===== config.mk =====
export PLATFORM = sky130hd
export DESIGN_NAME = delay_echo_mixer
export DESIGN_NICKNAME = d
export VERILOG_FILES = /design/src/rtl/delay_echo_mixer.sv
export SDC_FILE = /design/constraint.sdc
export NUM_CORES = 1
export LEC_CHECK = 0
export BUFFER_PORTS_ARGS = -buffer_cell sky130_fd_sc_hd__buf_2
export CORE_MARGIN = 2
export CORE_UTILIZATION = 25
export CTS_BUF_LIST = sky130_fd_sc_hd__clkbuf_8
export DETAILED_ROUTE_END_ITERATION = 10
export SYNTH_ARGS = -nofsm -noshare
export SYNTH_HDL_FRONTEND = slang
export SYNTH_SLANG_ARGS = --single-unit

===== constraint.sdc =====
create_clock -name clock -period 2.8 [get_ports clock]
set_input_delay 0.28 -clock clock [delete_from_list [all_inputs] [get_ports clock]]
set_output_delay 0.28 -clock clock [all_outputs]
set_load 0.005 [all_outputs]

===== src/rtl/delay_echo_mixer.sv =====
// Echo mixer: adds the delayed (wet) sample to the live (dry) sample once the
// delay line has filled, fading the echo in with a stepped shift ramp.
//
// state | meaning
// IDLE  | disabled, wet term zero, outputs not valid
// FILL  | delay line filling, dry only
// RAMP  | echo fading in, eff_shift stepping down from 7
// RUN   | steady state, shift taken straight from config
module delay_echo_mixer #(
    parameter int FILL_DEPTH = 30,
    parameter int RAMP_STEP  = 16
) (
    input  logic       clock,
    input  logic       reset_n,
    input  logic       enable,
    input  logic [7:0] dry_in,
    input  logic [7:0] wet_in,
    input  logic       cfg_we,
    input  logic [7:0] cfg_data,
    output logic [7:0] mix_out,
    output logic       mix_valid,
    output logic [1:0] state_o
);

    localparam int FW = (FILL_DEPTH > 1) ? $clog2(FILL_DEPTH) : 1;
    localparam int RW = (RAMP_STEP > 1) ? $clog2(RAMP_STEP) : 1;
    localparam logic [FW-1:0] FILL_LAST = FW'(FILL_DEPTH - 1);
    localparam logic [RW-1:0] STEP_LAST = RW'(RAMP_STEP - 1);

    typedef enum logic [1:0] {
        S_IDLE = 2'd0,
        S_FILL = 2'd1,
        S_RAMP = 2'd2,
        S_RUN  = 2'd3
    } state_t;

    state_t        state_q, state_d;
    logic [FW-1:0] fill_cnt_q, fill_cnt_d;
    logic [RW-1:0] step_cnt_q, step_cnt_d;
    logic [2:0]    eff_shift_q, eff_shift_d;
    logic [4:0]    cfg_q, cfg_d;

    logic [7:0]    s1_dry_q, s1_dry_d;
    logic [7:0]    s1_wet_q, s1_wet_d;
    logic          s1_wet_only_q, s1_wet_only_d;
    logic          s1_mute_q, s1_mute_d;
    logic          s1_active_q, s1_active_d;
    logic [7:0]    mix_out_q, mix_out_d;
    logic          mix_valid_q, mix_valid_d;

    logic [2:0]    wet_shift;
    logic          mute;
    logic          wet_only;
    logic [8:0]    sum;
    logic          cfg_unused;

    assign wet_shift  = cfg_q[2:0];
    assign mute       = cfg_q[3];
    assign wet_only   = cfg_q[4];
    assign cfg_unused = ^cfg_data[7:5];

    always_comb begin
        cfg_d = cfg_q;
        if (cfg_we) begin
            cfg_d = cfg_data[4:0];
        end
    end

    always_comb begin
        state_d     = state_q;
        fill_cnt_d  = fill_cnt_q;
        step_cnt_d  = step_cnt_q;
        eff_shift_d = eff_shift_q;
        if (!enable) begin
            state_d     = S_IDLE;
            fill_cnt_d  = '0;
            step_cnt_d  = '0;
            eff_shift_d = '0;
        end else begin
            case (state_q)
                S_IDLE: begin
                    state_d    = S_FILL;
                    fill_cnt_d = '0;
                end
                S_FILL: begin
                    if (fill_cnt_q == FILL_LAST) begin
                        state_d     = S_RAMP;
                        eff_shift_d = 3'd7;
                        step_cnt_d  = '0;
                    end else begin
                        fill_cnt_d = fill_cnt_q + FW'(1);
                    end
                end
                S_RAMP: begin
                    // Checked every cycle so a config write can cut the ramp short.
                    if (eff_shift_q <= wet_shift) begin
                        state_d     = S_RUN;
                        eff_shift_d = wet_shift;
                        step_cnt_d  = '0;
                    end else if (step_cnt_q == STEP_LAST) begin
                        step_cnt_d  = '0;
                        eff_shift_d = eff_shift_q - 3'd1;
                        if ((eff_shift_q - 3'd1) <= wet_shift) begin
                            state_d = S_RUN;
                        end
                    end else begin
                        step_cnt_d = step_cnt_q + RW'(1);
                    end
                end
                S_RUN: begin
                    eff_shift_d = wet_shift;
                    step_cnt_d  = '0;
                end
                default: begin
                    state_d = S_IDLE;
                end
            endcase
        end
    end

    always_comb begin
        s1_dry_d      = dry_in;
        s1_wet_only_d = wet_only;
        s1_mute_d     = mute;
        s1_active_d   = (state_q != S_IDLE);
        case (state_q)
            S_RAMP:  s1_wet_d = wet_in >> eff_shift_q;
            S_RUN:   s1_wet_d = wet_in >> wet_shift;
            default: s1_wet_d = 8'd0;
        endcase
    end

    always_comb begin
        if (s1_wet_only_q) begin
            sum = {1'b0, s1_wet_q};
        end else begin
            sum = {1'b0, s1_dry_q} + {1'b0, s1_wet_q};
        end
        mix_out_d   = sum[8] ? 8'hFF : sum[7:0];
        if (s1_mute_q) begin
            mix_out_d = 8'd0;
        end
        mix_valid_d = s1_active_q;
    end

    always_ff @(posedge clock or negedge reset_n) begin
        if (!reset_n) begin
            state_q       <= S_IDLE;
            fill_cnt_q    <= '0;
            step_cnt_q    <= '0;
            eff_shift_q   <= '0;
            cfg_q         <= '0;
            s1_dry_q      <= '0;
            s1_wet_q      <= '0;
            s1_wet_only_q <= 1'b0;
            s1_mute_q     <= 1'b0;
            s1_active_q   <= 1'b0;
            mix_out_q     <= '0;
            mix_valid_q   <= 1'b0;
        end else begin
            state_q       <= state_d;
            fill_cnt_q    <= fill_cnt_d;
            step_cnt_q    <= step_cnt_d;
            eff_shift_q   <= eff_shift_d;
            cfg_q         <= cfg_d;
            s1_dry_q      <= s1_dry_d;
            s1_wet_q      <= s1_wet_d;
            s1_wet_only_q <= s1_wet_only_d;
            s1_mute_q     <= s1_mute_d;
            s1_active_q   <= s1_active_d;
            mix_out_q     <= mix_out_d;
            mix_valid_q   <= mix_valid_d;
        end
    end

    assign mix_out   = mix_out_q;
    assign mix_valid = mix_valid_q;
    assign state_o   = state_q;

endmodule

# ---- Yosys cells after proc, flatten, opt, wreduce, memory -nomap -nowiden
# Cells that the tools add are included.
dict set report word_totals {
  wordCells 61
  inputBits 28
  register_bits 47
  out_inout_bits 11
}
dict set report op_classes {
  eq_ne 12
  shifts 2
  addsub 4
  n_reduce_logical 6
  mux 23
  magnitude_cmp 2
}
# operator n
set op_table {}
lappend op_table {{4-bit two-way mux} 4}
lappend op_table {{8-bit two-way mux} 2}
lappend op_table {{8-bit one-hot mux with 2 select lines} 1}
lappend op_table {{8-bit by 3-bit right shift with 8-bit output} 2}
lappend op_table {{3-bit two-way mux} 4}
lappend op_table {{4-bit one-hot mux with 3 select lines} 1}
lappend op_table {{2-bit two-way mux} 5}
lappend op_table {{5-bit two-way mux} 2}
lappend op_table {{5-bit one-hot mux with 2 select lines} 1}
lappend op_table {{8-bit by 8-bit adder with 9-bit output} 1}
lappend op_table {{9-bit two-way mux} 1}
lappend op_table {{3-bit one-hot mux with 3 select lines} 1}
lappend op_table {{4-bit by 1-bit != test with 1-bit output (second input constant)} 2}
lappend op_table {{4-bit != test (second input constant)} 2}
lappend op_table {{3-bit less-or-equal comparator} 2}
lappend op_table {{3-bit != test (second input constant)} 2}
lappend op_table {{2-bit one-hot mux with 3 select lines} 1}
lappend op_table {{5-bit by 1-bit adder with 5-bit output (second input constant)} 1}
lappend op_table {{5-bit == test (second input constant)} 1}
lappend op_table {{4-bit by 1-bit adder with 4-bit output (second input constant)} 1}
lappend op_table {{2-bit == test (second input constant)} 2}
lappend op_table {{4-bit == test (second input constant)} 1}
lappend op_table {{2-bit AND reduction} 2}
lappend op_table {{4-bit AND reduction} 1}
lappend op_table {{6 further kinds} 6}

# ---- Logic depth before layout (Yosys ltp)
dict set report logic_depth {
  depth_word 7
  ltp_mapped 9
  mapped_depth_nobuf 9
}

# ---- Worst setup path before layout
# Ideal clock, no wire load.
dict set report synth_timing {
  path_kind {register to register}
  from {register eff_shift_q[0]}
  to {register state_q[0] (netlist: state_o[0])}
  synth_period_minus_slack_ns 2.006
  setup_ns 0.101
  stages_incl_launch_ff 10
  setup_slack_ns 0.794
  required_time_ns 2.699
  n_path_buf 0
  arrival_time_ns 1.906
  cell_sequence {dfrtp_1 -> inv_1 -> ha_1 -> inv_1 -> ha_1 -> nor2b_1 -> o21ai_0 -> a32oi_1 -> a211o_1 -> o32ai_1}
}
dict set report synth_via {
  elab_chain_len 4
  elab_cells_between_ends 9
  classes_between {add/sub (1); order compare (2); eq/ne (2); mux (3); reduce/logical (1)}
}
# element line_no
set synth_lines {}
lappend synth_lines {{start, declared} 40} ;# logic [2:0] eff_shift_q, eff_shift_d;
lappend synth_lines {{start signal, assigned} 164} ;# eff_shift_q <= eff_shift_d;
lappend synth_lines {{3-bit by 1-bit subtractor with 3-bit output or 3-bit less-or-equal comparator (tied branches)} {103, 96}}
lappend synth_lines {{3-bit less-or-equal comparator or 2-bit two-way mux (tied branches)} {103, 96}}
lappend synth_lines {{4-bit != test (no line) or 2-bit one-hot mux with 3 select lines (tied branches)} n/a}
lappend synth_lines {{4-bit AND reduction (no line) or 2-bit two-way mux (tied branches)} n/a}
lappend synth_lines {{end signal, assigned} 161} ;# state_q <= state_d;
lappend synth_lines {{end, declared} 37} ;# state_t state_q, state_d;
# Several ways; a longest one is shown, not always the timed one.
# A chain may end at the register's enable or synchronous reset.

# ---- Final worst setup path
dict set report layout_timing {
  from {register state_q[0] (netlist: state_o[0])}
  to {register s1_wet_q[0]}
}
dict set report layout_via {
  elab_chain_len 2
  elab_cells_between_ends 3
  classes_between {eq/ne (2); mux (1)}
}
# element line_no
set layout_lines {}
lappend layout_lines {{2-bit == test} 126} ;# case (state_q)
lappend layout_lines {{8-bit one-hot mux with 2 select lines (*)} 126}
lappend layout_lines {{via s1_wet_d[0]} 44} ;# logic [7:0] s1_wet_q, s1_wet_d;
lappend layout_lines {{end signal, assigned} 167} ;# s1_wet_q <= s1_wet_d;
lappend layout_lines {{end, declared} 44}
# Mark *: on every way through the listed nets, which the timed path passes. The rest lies on a longest branch.

==> report_table.html <==
<table>
<tr><th>Metric</th><th>Value</th></tr>
<tr><th colspan="2">Run status</th></tr>
<tr><td>Status</td><td>completed</td></tr>
<tr><th colspan="2">Synthesis</th></tr>
<tr><td>Proportion of netlist area held by the largest area contributor</td><td>44.83%</td></tr>
<tr><td>Share of async-settable or async-resettable flops after synthesis</td><td>100.0%</td></tr>
<tr><td>Post-synthesis instance area</td><td>2624 sq um</td></tr>
<tr><td>YS warnings</td><td>0</td></tr>
<tr><td>Dominant synthesized flop cell</td><td>sky130_fd_sc_hd__dfrtp_1</td></tr>
<tr><td>Cell types with the largest area share after synthesis</td><td>sky130_fd_sc_hd__dfrtp_1, sky130_fd_sc_hd__ha_1, sky130_fd_sc_hd__inv_1, sky130_fd_sc_hd__a221oi_1, sky130_fd_sc_hd__mux2i_1</td></tr>
<tr><td>Synth Register Bits</td><td>47</td></tr>
<tr><td>Cell count after synthesis</td><td>246</td></tr>
<tr><td>Sequential cell area fraction in the yosys report</td><td>44.83%</td></tr>
<tr><td>Number of flops mapped to enable cells by yosys</td><td>0</td></tr>
<tr><td>Distinct cell type count of the synthesized netlist</td><td>53</td></tr>
<tr><td>Top cell type by total area after synthesis</td><td>sky130_fd_sc_hd__dfrtp_1</td></tr>
<tr><td>Average instance area after synthesis</td><td>10.67 sq um</td></tr>
<tr><td>Synth Net Count</td><td>297</td></tr>
<tr><th colspan="2">Timing</th></tr>
<tr><td>Count of final hold-check violations</td><td>0</td></tr>
<tr><td>Pins over their slew limit</td><td>0</td></tr>
<tr><td>Maximum clock skew at final layout</td><td>5.031 ps</td></tr>
<tr><td>Period Utilization, post-route</td><td>83.00%</td></tr>
<tr><td>Worst slew margin</td><td>32.77%</td></tr>
<tr><td>Transition time of the tightest slew-check pin</td><td>1008 ps</td></tr>
<tr><td>Final sum of negative setup slack</td><td>0 ps</td></tr>
<tr><td>Worst Hold Margin</td><td>87.46 ps</td></tr>
<tr><td># setup viols final</td><td>0</td></tr>
<tr><td>Time the worst path needs with I/O delays and setup</td><td>2324 ps</td></tr>
<tr><td>Final Worst Setup Slack</td><td>475.9 ps</td></tr>
<tr><td>Achievable clock frequency</td><td>0.4303 GHz</td></tr>
<tr><td>Setup repair after global routing missed its margin</td><td>no</td></tr>
<tr><th colspan="2">Clocking</th></tr>
<tr><td>Post-CTS setup buffer count</td><td>0</td></tr>
<tr><td>Root cell of the clock tree</td><td>sky130_fd_sc_hd__clkbuf_8</td></tr>
<tr><td>Sink count of the clock tree</td><td>47</td></tr>
<tr><td>Number of buffers inserted for hold repair after clock tree synthesis</td><td>0</td></tr>
<tr><td>CTS tree</td><td>built</td></tr>
<tr><td>Post-CTS resize count</td><td>0</td></tr>
<tr><td>H-tree levels</td><td>2</td></tr>
<tr><td>Clock transition time at the flip-flop clock pins of the worst setup and hold paths</td><td>90 ps</td></tr>
<tr><td>CTS Buffer Depth</td><td>2</td></tr>
<tr><td>Skew-Pair Late Insertion Delay</td><td>290 ps</td></tr>
<tr><td>Clock buffer count from CTS</td><td>5</td></tr>
<tr><th colspan="2">Pwr</th></tr>
<tr><td>P_leak</td><td>1.457 nW</td></tr>
<tr><td>IR Drop Worst-Case VDD</td><td>283.5 uV</td></tr>
<tr><td>Power density over cell area</td><td>880.5 nW/um^2</td></tr>
<tr><td>PnR Total Power</td><td>2.694 mW</td></tr>
<tr><th colspan="2">Routing</th></tr>
<tr><td>Mean routed wirelength per cell</td><td>12.73 um</td></tr>
<tr><td>Total vias in the final route</td><td>1963</td></tr>
<tr><td>Number of detailed-routing iterations run before antenna repair</td><td>4</td></tr>
<tr><td>DR top layer</td><td>met4</td></tr>
<tr><td>DRC violation total after the first TritonRoute iteration</td><td>83</td></tr>
<tr><td>Met2 wire length</td><td>2.753 mm</td></tr>
<tr><td>Vias per std cell</td><td>4.674</td></tr>
<tr><td>Number of antenna-violating nets in the routed design</td><td>0</td></tr>
<tr><td>Wl on met1</td><td>2.323 mm</td></tr>
<tr><td>Final WL</td><td>5.345 mm</td></tr>
<tr><td>Length of routed met3 wiring</td><td>209 um</td></tr>
<tr><td>Number of DRC violations after detailed routing</td><td>0</td></tr>
<tr><th colspan="2">Final layout</th></tr>
<tr><td>Number of non-filler instances in the completed layout</td><td>420</td></tr>
<tr><td>Post-route standard cell area excluding fillers</td><td>3059 sq um</td></tr>
<tr><td>Fillcell total</td><td>1084</td></tr>
<tr><td>Ratio of cells with drive above 1 in the final layout</td><td>19.72%</td></tr>
<tr><td>Fin util</td><td>29.77%</td></tr>
<tr><td>Antenna diode instance count</td><td>0</td></tr>
<tr><td>Synthesis-to-finish area growth</td><td>16.60%</td></tr>
<tr><td>Leading cell type in the layout, fill and taps excluded</td><td>sky130_fd_sc_hd__dfrtp_1</td></tr>
<tr><td>Nets@finish</td><td>334</td></tr>
<tr><td>Most frequent cells in the layout</td><td>sky130_fd_sc_hd__dfrtp_1, sky130_fd_sc_hd__buf_2, sky130_fd_sc_hd__inv_1</td></tr>
<tr><th colspan="2">Run</th></tr>
<tr><td>Count of max-cap constraint violations</td><td>0</td></tr>
<tr><th colspan="2">Worst setup path</th></tr>
<tr><td>Slowest Stage Delay on Critical Path</td><td>570 ps</td></tr>
<tr><td>Series of cell instances along the critical path</td><td>ha_1 &gt; mux2i_4 &gt; mux4_2 &gt; a22o_1</td></tr>
<tr><td>Sort of element at the end of the critical path</td><td>register</td></tr>
<tr><td>Register-to-register setup slack</td><td>480 ps</td></tr>
<tr><td>Worst path bufs/invs</td><td>0</td></tr>
<tr><td>Sort of element at the start of the critical path</td><td>register</td></tr>
<tr><td>Crit path max-delay family</td><td>multiplexers</td></tr>
<tr><td>Start of the worst register-to-register path</td><td>state_o[0]</td></tr>
<tr><td>Critical path data required time</td><td>2990 ps</td></tr>
<tr><td>Type of the worst setup path</td><td>register to register</td></tr>
<tr><td>Cell with the largest stage delay on the worst path</td><td>sky130_fd_sc_hd__mux4_2</td></tr>
<tr><td>WP data arrival</td><td>2510 ps</td></tr>
<tr><td>Worst Reg2Reg Path Length in Cells</td><td>4</td></tr>
<tr><td>RR Endpoint</td><td>s1_wet_q[0]</td></tr>
<tr><td>CP Max Fanout</td><td>10</td></tr>
<tr><th colspan="2">Global routing</th></tr>
<tr><td>GRT Util Overall</td><td>9.937%</td></tr>
<tr><td>Via count of the first global-routing pass</td><td>1989</td></tr>
<tr><td>Largest net degree at the start of global routing</td><td>48</td></tr>
<tr><td>Global-route wire length before repair</td><td>9.101 mm</td></tr>
<tr><td>Number of antenna violations at the first check in global routing</td><td>0</td></tr>
<tr><td>Sum of overflow across all layers after global routing</td><td>0</td></tr>
<tr><th colspan="2">Floorplan</th></tr>
<tr><td>Row count</td><td>37</td></tr>
<tr><td>Vertical die dimension</td><td>106.4 um</td></tr>
<tr><td>Die ar.</td><td>11330 sq um</td></tr>
<tr><td>Initial core utilization</td><td>25.53%</td></tr>
<tr><td>Die X-Extent</td><td>106.4 um</td></tr>
<tr><td>Core ar.</td><td>10280 sq um</td></tr>
<tr><td>Count of pins on the block boundary</td><td>39</td></tr>
<tr><th colspan="2">Min path</th></tr>
<tr><td>Worst Hold End</td><td>s1_dry_q[4]</td></tr>
<tr><td>Hold path start</td><td>dry_in[4]</td></tr>
<tr><td>WHS Path Cells</td><td>1</td></tr>
<tr><td>Hold/Removal Path Class</td><td>input port to register</td></tr>
<tr><th colspan="2">Place</th></tr>
<tr><td>Placed insts</td><td>412</td></tr>
<tr><td>Place WS</td><td>483.0 ps</td></tr>
<tr><td>Post-detailed-placement cell area</td><td>2943 sq um</td></tr>
<tr><td>Post-DP HPWL</td><td>4.043 mm</td></tr>
<tr><td>Number of port buffers</td><td>35</td></tr>
<tr><td>Routability congestion estimate</td><td>0.8460</td></tr>
</table>
## how the worst max path moves through the flow
stage	to	startpoint	slack, ps	depth (start not counted)
CTS	s1_wet_q[0]	state_o[0]	460	4
global route	state_o[1]	eff_shift_q[0]	370	9
global placement	s1_wet_q[0]	state_o[0]	530	4
finish	s1_wet_q[0]	state_o[0]	480	4
floorplan	state_o[0]	eff_shift_q[0]	790	9
detailed placement	s1_wet_q[0]	state_o[0]	480	4
## cell usage after synthesis, types with 2 or more instances
master                      count
sky130_fd_sc_hd__a22o_1         2
sky130_fd_sc_hd__o32ai_1        2
sky130_fd_sc_hd__nor3_1         3
sky130_fd_sc_hd__ha_1          22
sky130_fd_sc_hd__o21ai_0       12
sky130_fd_sc_hd__or2_2          2
sky130_fd_sc_hd__nand2b_1       6
sky130_fd_sc_hd__dfrtp_1       47
sky130_fd_sc_hd__a221oi_1      10
sky130_fd_sc_hd__a21o_1         2
sky130_fd_sc_hd__xnor2_1        3
sky130_fd_sc_hd__a21oi_1       12
sky130_fd_sc_hd__nand3_1        6
sky130_fd_sc_hd__o31ai_1        2
sky130_fd_sc_hd__a2bb2oi_1      2
sky130_fd_sc_hd__and3_1         2
sky130_fd_sc_hd__a211oi_1       2
sky130_fd_sc_hd__mux4_2         2
sky130_fd_sc_hd__inv_1         24
sky130_fd_sc_hd__a31oi_1        2
sky130_fd_sc_hd__mux2i_4        2
sky130_fd_sc_hd__o211ai_1       2
sky130_fd_sc_hd__o21ai_1        2
sky130_fd_sc_hd__a211o_1        2
sky130_fd_sc_hd__xor2_1         4
sky130_fd_sc_hd__o22ai_1        3
sky130_fd_sc_hd__nand2_1       19
sky130_fd_sc_hd__clkbuf_1       3
sky130_fd_sc_hd__mux2i_1        8
sky130_fd_sc_hd__mux2_2         3
sky130_fd_sc_hd__nor2_1         9
sky130_fd_sc_hd__and2_1         3
## metal layers
metal / global-route usage, % / up-vias
li1: - / 967
met1: 11.47 / 959
met2: 18.13 / 31
met3: 2.575 / 6
met4: 2.690 / 0
met5: 0 / -
## cells by family after synthesis
kind of cell | count (synthesis) | synth area share (%)
buffers and inverters | 29 | 4.435
xor gates and xnor gates | 7 | 2.337
DFF | 47 | 44.83
and+or+nand+nor | 59 | 11.64
AOI/OAI and AO/OA | 66 | 17.74
adders and majority gates | 23 | 11.25
muxes | 15 | 7.773
## where the power goes
part	internal (mW)	total [mW]	switching, mW
Combinational	0.541	1.24	0.698
Clock	0.271	0.516	0.245
Sequential	0.818	0.939	0.120
## area by class of cell
class,instances,area [sq um],area share [%]
multi-input cells,170,1331,43.52
flip-flops and latches,47,1176,38.45
repair buffers,35,175.2,5.726
well taps,136,170.2,5.562
inverters,24,90.09,2.945
clock buffers,5,68.82,2.249
clock inverters,3,47.55,1.554
## state kept, by name (all words and copies together) (netlist names)
signal	cells
mix_valid_d	1
s1_wet_only_q	1
s1_dry_q	8
mix_out	8
mix_valid	1
eff_shift_q	3
cfg_q	5
step_cnt_q	4
fill_cnt_q	5
s1_wet_q	8
s1_mute_q	1
state_o	2
## worst reg2reg max path, cell delays in order, from the launching register on
cell                      delay, ps
sky130_fd_sc_hd__dfrtp_1        430
sky130_fd_sc_hd__ha_1           480
sky130_fd_sc_hd__mux2i_4        530
sky130_fd_sc_hd__mux4_2         570
sky130_fd_sc_hd__a22o_1         200
Note: power is estimated with default switching activity, not from simulation.
